**config.mk**
```make
export PLATFORM = sky130hd
export DESIGN_NAME = menu_text_arb
export DESIGN_NICKNAME = d
export VERILOG_FILES = /design/src/rtl/menu_text_arb.sv
export SDC_FILE = /design/constraint.sdc
export NUM_CORES = 1
export LEC_CHECK = 0
export BUFFER_PORTS_ARGS = -buffer_cell sky130_fd_sc_hd__buf_4
export CAP_MARGIN = 20
export CORE_UTILIZATION = 41
export DETAILED_ROUTE_END_ITERATION = 10
export MAX_ROUTING_LAYER = met4
export PLACE_DENSITY_LB_ADDON = 0.3
export RECOVER_POWER = 50
export SLEW_MARGIN = 20
export SYNTH_ARGS = -nofsm -noshare
export SYNTH_HDL_FRONTEND = slang
export SYNTH_SLANG_ARGS = --single-unit
```
**constraint.sdc**
```tcl
create_clock -name clk -period 1.4 [get_ports clk]
set_input_delay 0.14 -clock clk [delete_from_list [all_inputs] [get_ports clk]]
set_output_delay 0.14 -clock clk [all_outputs]
set_load 0.005 [all_outputs]
```
**src/rtl/menu_text_arb.sv**
```systemverilog
// Two-requester arbiter in front of a shared character-code ROM.
// Grants one address per cycle and returns the ROM code, tagged with its owner, two cycles later.
module menu_text_arb #(
    parameter int PRIO_FIXED = 0,
    parameter int MAX_WAIT   = 8
) (
    input  logic       clk,
    input  logic       rst_n,
    input  logic [1:0] req,
    input  logic [7:0] xy0,
    input  logic [7:0] xy1,
    output logic [1:0] gnt,
    output logic [7:0] rom_xy,
    input  logic [6:0] rom_code,
    output logic [6:0] char_code,
    output logic [1:0] rsp_vld
);

    localparam logic [7:0] WAIT_LIM = 8'(MAX_WAIT);

    logic       last_gnt;   // 1: requester 1 was granted most recently
    logic [7:0] wait_cnt;
    logic [1:0] tag_s1;

    always_comb begin
        gnt = 2'b00;
        if (rst_n) begin
            unique case (req)
                2'b01:   gnt = 2'b01;
                2'b10:   gnt = 2'b10;
                2'b11: begin
                    if (PRIO_FIXED != 0)
                        gnt = (wait_cnt == WAIT_LIM) ? 2'b10 : 2'b01;
                    else
                        gnt = last_gnt ? 2'b01 : 2'b10;
                end
                default: gnt = 2'b00;
            endcase
        end
    end

    always_ff @(posedge clk or negedge rst_n) begin
        if (!rst_n) begin
            last_gnt  <= 1'b1;
            wait_cnt  <= 8'h00;
            rom_xy    <= 8'h00;
            tag_s1    <= 2'b00;
            rsp_vld   <= 2'b00;
            char_code <= 7'h00;
        end else begin
            if (gnt != 2'b00) begin
                last_gnt <= gnt[1];
                rom_xy   <= gnt[1] ? xy1 : xy0;
            end

            // stage 1 tracks the address on rom_xy, stage 2 the code captured from the ROM
            tag_s1  <= gnt;
            rsp_vld <= tag_s1;
            if (tag_s1 != 2'b00)
                char_code <= rom_code;

            if (PRIO_FIXED != 0) begin
                if (!req[1] || gnt[1])
                    wait_cnt <= 8'h00;
                else if (wait_cnt != WAIT_LIM)
                    wait_cnt <= wait_cnt + 8'h01;
            end else begin
                wait_cnt <= 8'h00;
            end
        end
    end

endmodule
```
# Word-level counts from Yosys, hierarchy flattened
# Cells that the tools add are included.
dict set report word_totals {
  ff_bits 20
  latchBits 0
  ramBits 0
  mem_bits_ro 0
  in_bits 27
  output_inout_bits 19
  elab_cells 14
  memories 0
}
dict set report classes {
  n_addsub 0
  mul 0
  div 0
  magnitude_cmp 0
  eq_ne 3
  shifts 0
  muxes 4
  bitwise_logic 0
  reduce_logical 2
}
# op count
set ops {}
lappend ops {{2-to-1 mux 8 bit} 1}
lappend ops {{case mux 2 bit (3 select lines)} 1}
lappend ops {{== test 2 bit (second input constant)} 2}
lappend ops {{2-to-1 mux 2 bit} 2}
lappend ops {{nonzero test 2 bit} 2}
lappend ops {{== test 2 x 1 -> 1 bit (second input constant)} 1}

# Longest topological paths before layout
# Gate-level depths: netlist of run 1.
dict set report depth {
  word_depth 4
  ltp_mapped 3
  ltp_nobuf 3
}

# Worst setup path after synthesis of run 1
# Ideal clock, no wire load.
dict set report synth_path {
  kind {reg-to-reg}
  from {register last_gnt}
  to {register rom_xy[0]}
  setup_ns 0.066
  t_arrival_ns 1.040
  required_ns 1.334
  path_slack_ns 0.293
  path_stages_with_launch 4
  path_buffers 0
  period_less_slack_ns 1.107
  cell_sequence {dfstp_2 > inv_1 > a21boi_4 > a221o_1}
}
dict set report synth_via {
  elab_chain_cells 4
  word_cells_on_any_way 5
  classes_between {mux: 4; reduce/logical: 1}
}
# element line_no
set synth_lines {}
lappend synth_lines {{start, declared} 21} ;# logic last_gnt;
lappend synth_lines {{start signal, assigned} 52} ;# last_gnt <= gnt[1];
lappend synth_lines {{2-to-1 mux 2 bit} 35} ;# gnt = last_gnt ? 2'b01 : 2'b10;
lappend synth_lines {{case mux 2 bit (3 select lines)} 28} ;# unique case (req)
lappend synth_lines {{2-to-1 mux 2 bit} 27} ;# if (rst_n) begin
lappend synth_lines {{via gnt[0]} 12} ;# output logic [1:0] gnt,
lappend synth_lines {{nonzero test 2 bit} 51} ;# if (gnt != 2'b00) begin
lappend synth_lines {{end signal, assigned} 53} ;# rom_xy <= gnt[1] ? xy1 : xy0;
lappend synth_lines {{end, declared} 13} ;# output logic [7:0] rom_xy,
# The timed path passes the listed nets, and every way through them passes these cells.
# A chain may end at the register's enable or synchronous reset.

# Worst setup path in the final report of run 1
dict set report layout_path {
  from {register last_gnt}
  to {output port gnt[0]}
}
dict set report layout_via {
  elab_chain_cells 3
}
# element line_no
set layout_lines {}
lappend layout_lines {{2-to-1 mux 2 bit} 35}
lappend layout_lines {{case mux 2 bit (3 select lines)} 28}
lappend layout_lines {{2-to-1 mux 2 bit} 27}
lappend layout_lines {{end, declared} 12}
# No other way between the ends.

==> reports/metrics.cfg, run 1 <==
[pwr]
irDropWorstVdd_mv=0.657
p_per_area_nw_per_um2=1130
p_leak_nw=0.600

[sta]
period_share_pct=97.7
hold_viol_final=0
rsz0062_at_grt=true
tightest_slew_ns=0.467
relSlewSlack_pct=68.7
fmax_mhz=731
min_period_ns=1.37
setup_violations=0
slew_violations=0
skew_ns=0.0114

[placement]
postPlaceCellArea_sq_um=1170
portBuffers=45
post-dp-hpwl_mm=1.27
gp_congestion=0.653
dp_cells=123

[grt]
track_usage_pct=18.6
gr-max-usage-layer=met2
antenna_found_initial=0
grt_pass1_wl_mm=2.63
use_met2_pct=29.6
grt_pass1_vias=616
grt_max_degree=19
grt-ovfl-total=0
use_met1_pct=23.1
use_met3_pct=3.97

[hold_path]
hold_class=in -> reg

[worst_setup_path]
cp-end-kind=output port
criticalPathCategory=reg -> out
required_ns=1.26
start_kind=register
cp_max_fo=4
cp.arrival_ns=1.23

[layout]
layout-drive-gt1-share_pct=63.8
n_antenna_cell=0
design_area_sq_um=1220
area_delta_synth_final_pct=53.8
fin_nets=133
fin_cells=130

[yosys]
synth_top_area_share_pct=60.1
synth_edf_count=0
ys_seq_elements=20
synth_warnings=0
synth_cell_types=12
synth.largest_area_cell=dfrtp_1
synth.most_common_cell=dfrtp_1
syn_nets=79
ys_dominant_reg_cell=dfrtp_1
syn_inst=52
synth.area.top_cells=dfrtp_1 (60%), a221o_1 (10%), mux2_2 (10%), a21boi_4 (4.7%), and2_2 (4.7%)
synth_common_cells=dfrtp_1 (19), a221o_1 (8), mux2_2 (7)
synthArstFlopShare_pct=100
ys_seq_area_share_pct=63.4
syn-mean-instance-area_sq_um=15.2
syn-cell-area_sq_um=791

[run_status]
outcome=finished clean

[clocking]
clk_path_buf_depth=2
cts_tree=built
htreeDepth=1
cts_sinks=20
numCtsBuffers=3
cts_root_buffer=clkbuf_4
worstSkewPairLatency_ns=0.30
cts.clk_slew.worst_paths_ns=0.11

[route]
wl_per_cell_microns=13.0
ant_nets=0
via_per_inst=4.84
num_vias=629
drcViolationCount=0
drtIter0Drc=4
drtPass1Iterations=3
wl_mm=1.70

[floorplan]
io_pins=46
core_sq_um=1760
initial_utilization_pct=44.8
die-area_sq_um=2110
row_count=15
die_x_microns=45.9
die_h_microns=45.9

[run]
cap_violations=0

==> per-layer routing <==
metal  vias up  share of wire (%)  wire length, microns
met5         -                  0                     0
met4         0               0.83                    14
met3         2                7.8                   132
met2        35                 51                   865
met1       292                 40                   683
li1        300                  -                     -
==> logic make-up after synthesis <==
logic type,share of synthesized area [%]
AOI/OAI and AO/OA,16.1
buffers and inverters,0.474
DFF,63.5
muxes,9.97
and+or+nand+nor,9.97
==> final timing paths <==
check	start	end	slack [ns]	depth (start not counted)
hold / removal	xy0[6]	rom_xy[6]	0.06	2
hold reg to reg	tag_s1[1]	rsp_vld[1]	0.41	0
setup reg to reg	last_gnt	rom_xy[2]	0.10	5
setup / recovery	last_gnt	gnt[0]	0.03	3
min in group asynchronous	rst_n	rom_xy[2]	0.25	2
max in group asynchronous	rst_n	tag_s1[0]	0.54	3
==> placed cells by master, fill, tap and decap left out, types with 2 or more instances in the layout <==
cell type  instances
a21boi_4           2
a221o_1            8
and2_1             5
and2_2             5
buf_4             40
clkbuf_1           2
clkbuf_4           8
dfrtp_1           19
mux2_2             7
==> per-stage QoR <==
step | setup TNS (ns) | total power [W] | hold slack, ns | util, % | setup slack [ns]
2_1_floorplan | 0 | 0.000874 | -0.156 | - | 0.293
3_3_place_gp | 0 | 0.00109 | -0.0624 | 66.2 | 0.179
3_5_place_dp | 0 | 0.00111 | -0.0600 | 66.2 | 0.170
4_1_cts | 0 | 0.00139 | 0.0525 | 68.7 | 0.0146
5_1_grt | -0.0332 | 0.00146 | 0.0546 | 68.9 | -0.0332
6_report | 0 | 0.00137 | 0.0589 | 68.9 | 0.0325
==> critical path, cell delays in order, from the launching register on <==
cell and delay [ns]:
dfstp_2 0.59, inv_2 0.06, a21boi_4 0.17, buf_6 0.11
==> state kept, by name, indices dropped and copies added (netlist names) <==
register   count
rsp_vld        2
rom_xy         8
last_gnt       1
char_code      7
tag_s1         2
==> final cells by class <==
type	instances	area (sq um)
Sequential cell	20	502
Tap cell	25	31.3
Multi-Input combinational cell	31	285
Clock buffer	4	26.3
Fill cell	151	548
Inverter	1	3.75
Timing Repair Buffer	49	368
==> where the power goes <==
| group | total, W | internal [W] | switching [W] |
|---|---|---|---|
| combinational | 0.000371 | 0.000246 | 0.000125 |
| sequential | 0.000725 | 0.000674 | 0.0000512 |
| clock | 0.000275 | 0.000111 | 0.000164 |
==> repair_timing <==
action	in CTS	in global routing
hold buffers	1	0
setup buffers	1	1
resized for setup	0	2
pin swaps	1	1
setup endpoints to repair	1	1
endpoints found under the hold margin	20	0
Note: power is estimated with default switching activity, not from simulation.
==> run 2, diff against run 1 <==
--- a/config.mk
+++ b/config.mk
@@ -7,7 +7,10 @@
 export LEC_CHECK = 0
 export BUFFER_PORTS_ARGS = -buffer_cell sky130_fd_sc_hd__buf_4
 export CAP_MARGIN = 20
-export CORE_UTILIZATION = 41
+export CELL_PAD_IN_SITES_DETAIL_PLACEMENT = 1
+export CELL_PAD_IN_SITES_GLOBAL_PLACEMENT = 2
+export CORE_ASPECT_RATIO = 1.5
+export CORE_UTILIZATION = 27
 export DETAILED_ROUTE_END_ITERATION = 10
 export MAX_ROUTING_LAYER = met4
 export PLACE_DENSITY_LB_ADDON = 0.3
==> constraint.sdc (replaced) <==
create_clock -name clk -period 1.8 [get_ports clk]
set_input_delay 0.18 -clock clk [delete_from_list [all_inputs] [get_ports clk]]
set_output_delay 0.18 -clock clk [all_outputs]
set_load 0.005 [all_outputs]
==> reports/metrics.cfg, run 2 (synthesized netlist as in run 1, its figures left out) <==
[layout]
finish.utilization_pct=45.4
top_register=rom_xy
layout-drive-gt1-share_pct=62.1
top_regs=rom_xy (8), char_code (7)
fin_nets=131
design_area_sq_um=1240
fin_cells=140
largest_reg_flops=8
area_delta_synth_final_pct=56.8
layout_common_cells=buf_4 (38), dfrtp_1 (19), a221o_1 (8)
n_antenna_cell=0
layout_commonest_cell=buf_4
fillers=317

[clocking]
cts_root_buffer=clkbuf_8
htreeDepth=1
numCtsBuffers=3
worstSkewPairLatency_ns=0.26
cts.repair.resized=0
clk_path_buf_depth=2
post_cts_buffers=0
cts_tree=built
cts_sinks=20
cts.clk_slew.worst_paths_ns=0.07

[worst_setup_path]
cp.arrival_ns=1.51
cp_slowest_cell=dlygate4sd3_1
critPathMaxStageDelay_ns=0.54
cp-end-kind=output port
crit_start=rst_n
cp_max_fo=10
start_kind=input port
crit_top_cell=buf_4
rrSetupSlack_ns=0.57
reg2reg_from=last_gnt
criticalPathCategory=in -> out
crit_chain=dlygate4sd3_1 -> buf_4 -> and2_1 -> a21boi_4 -> buf_4
required_ns=1.62

[sta]
hold_viol_final=0
fin_tns_setup_ns=0
relSlewSlack_pct=31.6
setup_violations=0
period_share_pct=94.0
slew_violations=0
fmax_mhz=591
rsz0062_at_grt=false
min_period_ns=1.69
skew_ns=0.000596
tightest_slew_ns=1.03

[placement]
postPlaceCellArea_sq_um=1180
dp_cells=135
post-dp-hpwl_mm=1.41
portBuffers=45
gp_congestion=0.672

[floorplan]
initial_utilization_pct=28.9
die_x_microns=46.2
die-area_sq_um=3150
die_h_microns=68.3
io_pins=46
core_sq_um=2730
row_count=23

[grt]
grt_pass1_vias=641
track_usage_pct=13.4
grt-ovfl-total=0
grt_max_degree=20
grt_pass1_wl_mm=2.88
antenna_found_initial=0

[route]
wl_per_cell_microns=13.3
ant_nets=0
drcViolationCount=0
via_per_inst=4.48
drtPass1Iterations=2
drtIter0Drc=2
wl_mm=1.86
num_vias=627

[hold_path]
hold_class=in -> reg
min_from=xy0[6]

[pwr]
p_per_area_nw_per_um2=955
p_leak_nw=0.601
irDropWorstVdd_mv=0.409

[run_status]
outcome=finished clean

[run]
cap_violations=0

-- run 2: stage by stage --
step           setup slack (ns)  hold slack (ns)  total power (W)
3_3_place_gp              0.507            0.138         0.000857
6_report                  0.107            0.147          0.00118
5_1_grt                  0.0449            0.143          0.00125
2_1_floorplan             0.693           -0.116         0.000680
3_5_place_dp              0.487            0.140         0.000867
4_1_cts                  0.0876            0.139          0.00122
-- run 2: path summary, 6_finish.rpt --
check | end | depth (start not counted)
setup / recovery | gnt[0] | 5
hold / removal | rom_xy[6] | 2
setup reg to reg | rom_xy[2] | 3
hold reg to reg | rsp_vld[1] | 0
max in group asynchronous | rom_xy[5] | 3
min in group asynchronous | last_gnt | 2
-- run 2: metal layers --
layer / track usage [%] / routed length (microns)
met4: 6.62 / 32
met1: 15.7 / 755
met5: - / 0
met2: 21.1 / 913
met3: 3.17 / 163
-- run 2: what timing repair did --
action / in CTS / in global routing
setup endpoints to repair: 0 / 0
hold buffers: 1 / 0
hold endpoints to repair: 20 / 0
-- run 2: worst max-delay path, delay by kind of cell --
family / cells / cell delay [ns]
buffers and inverters: 3 / 0.84
AO/OA/AOI/OAI: 1 / 0.33
AND/OR/NAND/NOR: 1 / 0.15
-- run 2: final cells by class --
type	count	area [sq um]	area share [%]
Clock buffer	4	55.1	4.44
Inverter	1	3.75	0.303
Multi-Input combinational cell	31	285	23.0
Sequential cell	20	502	40.5
Tap cell	37	46.3	3.73
Timing Repair Buffer	47	348	28.1
-- run 2: where the power goes --
| group | internal [W] | switching, W | leakage, nW |
|---|---|---|---|
| combinational | 0.000183 | 0.000101 | 0.329 |
| sequential | 0.000525 | 0.0000378 | 0.243 |
| clock | 0.000195 | 0.000143 | 0.0288 |
| total | 0.000903 | 0.000282 | 0.601 |
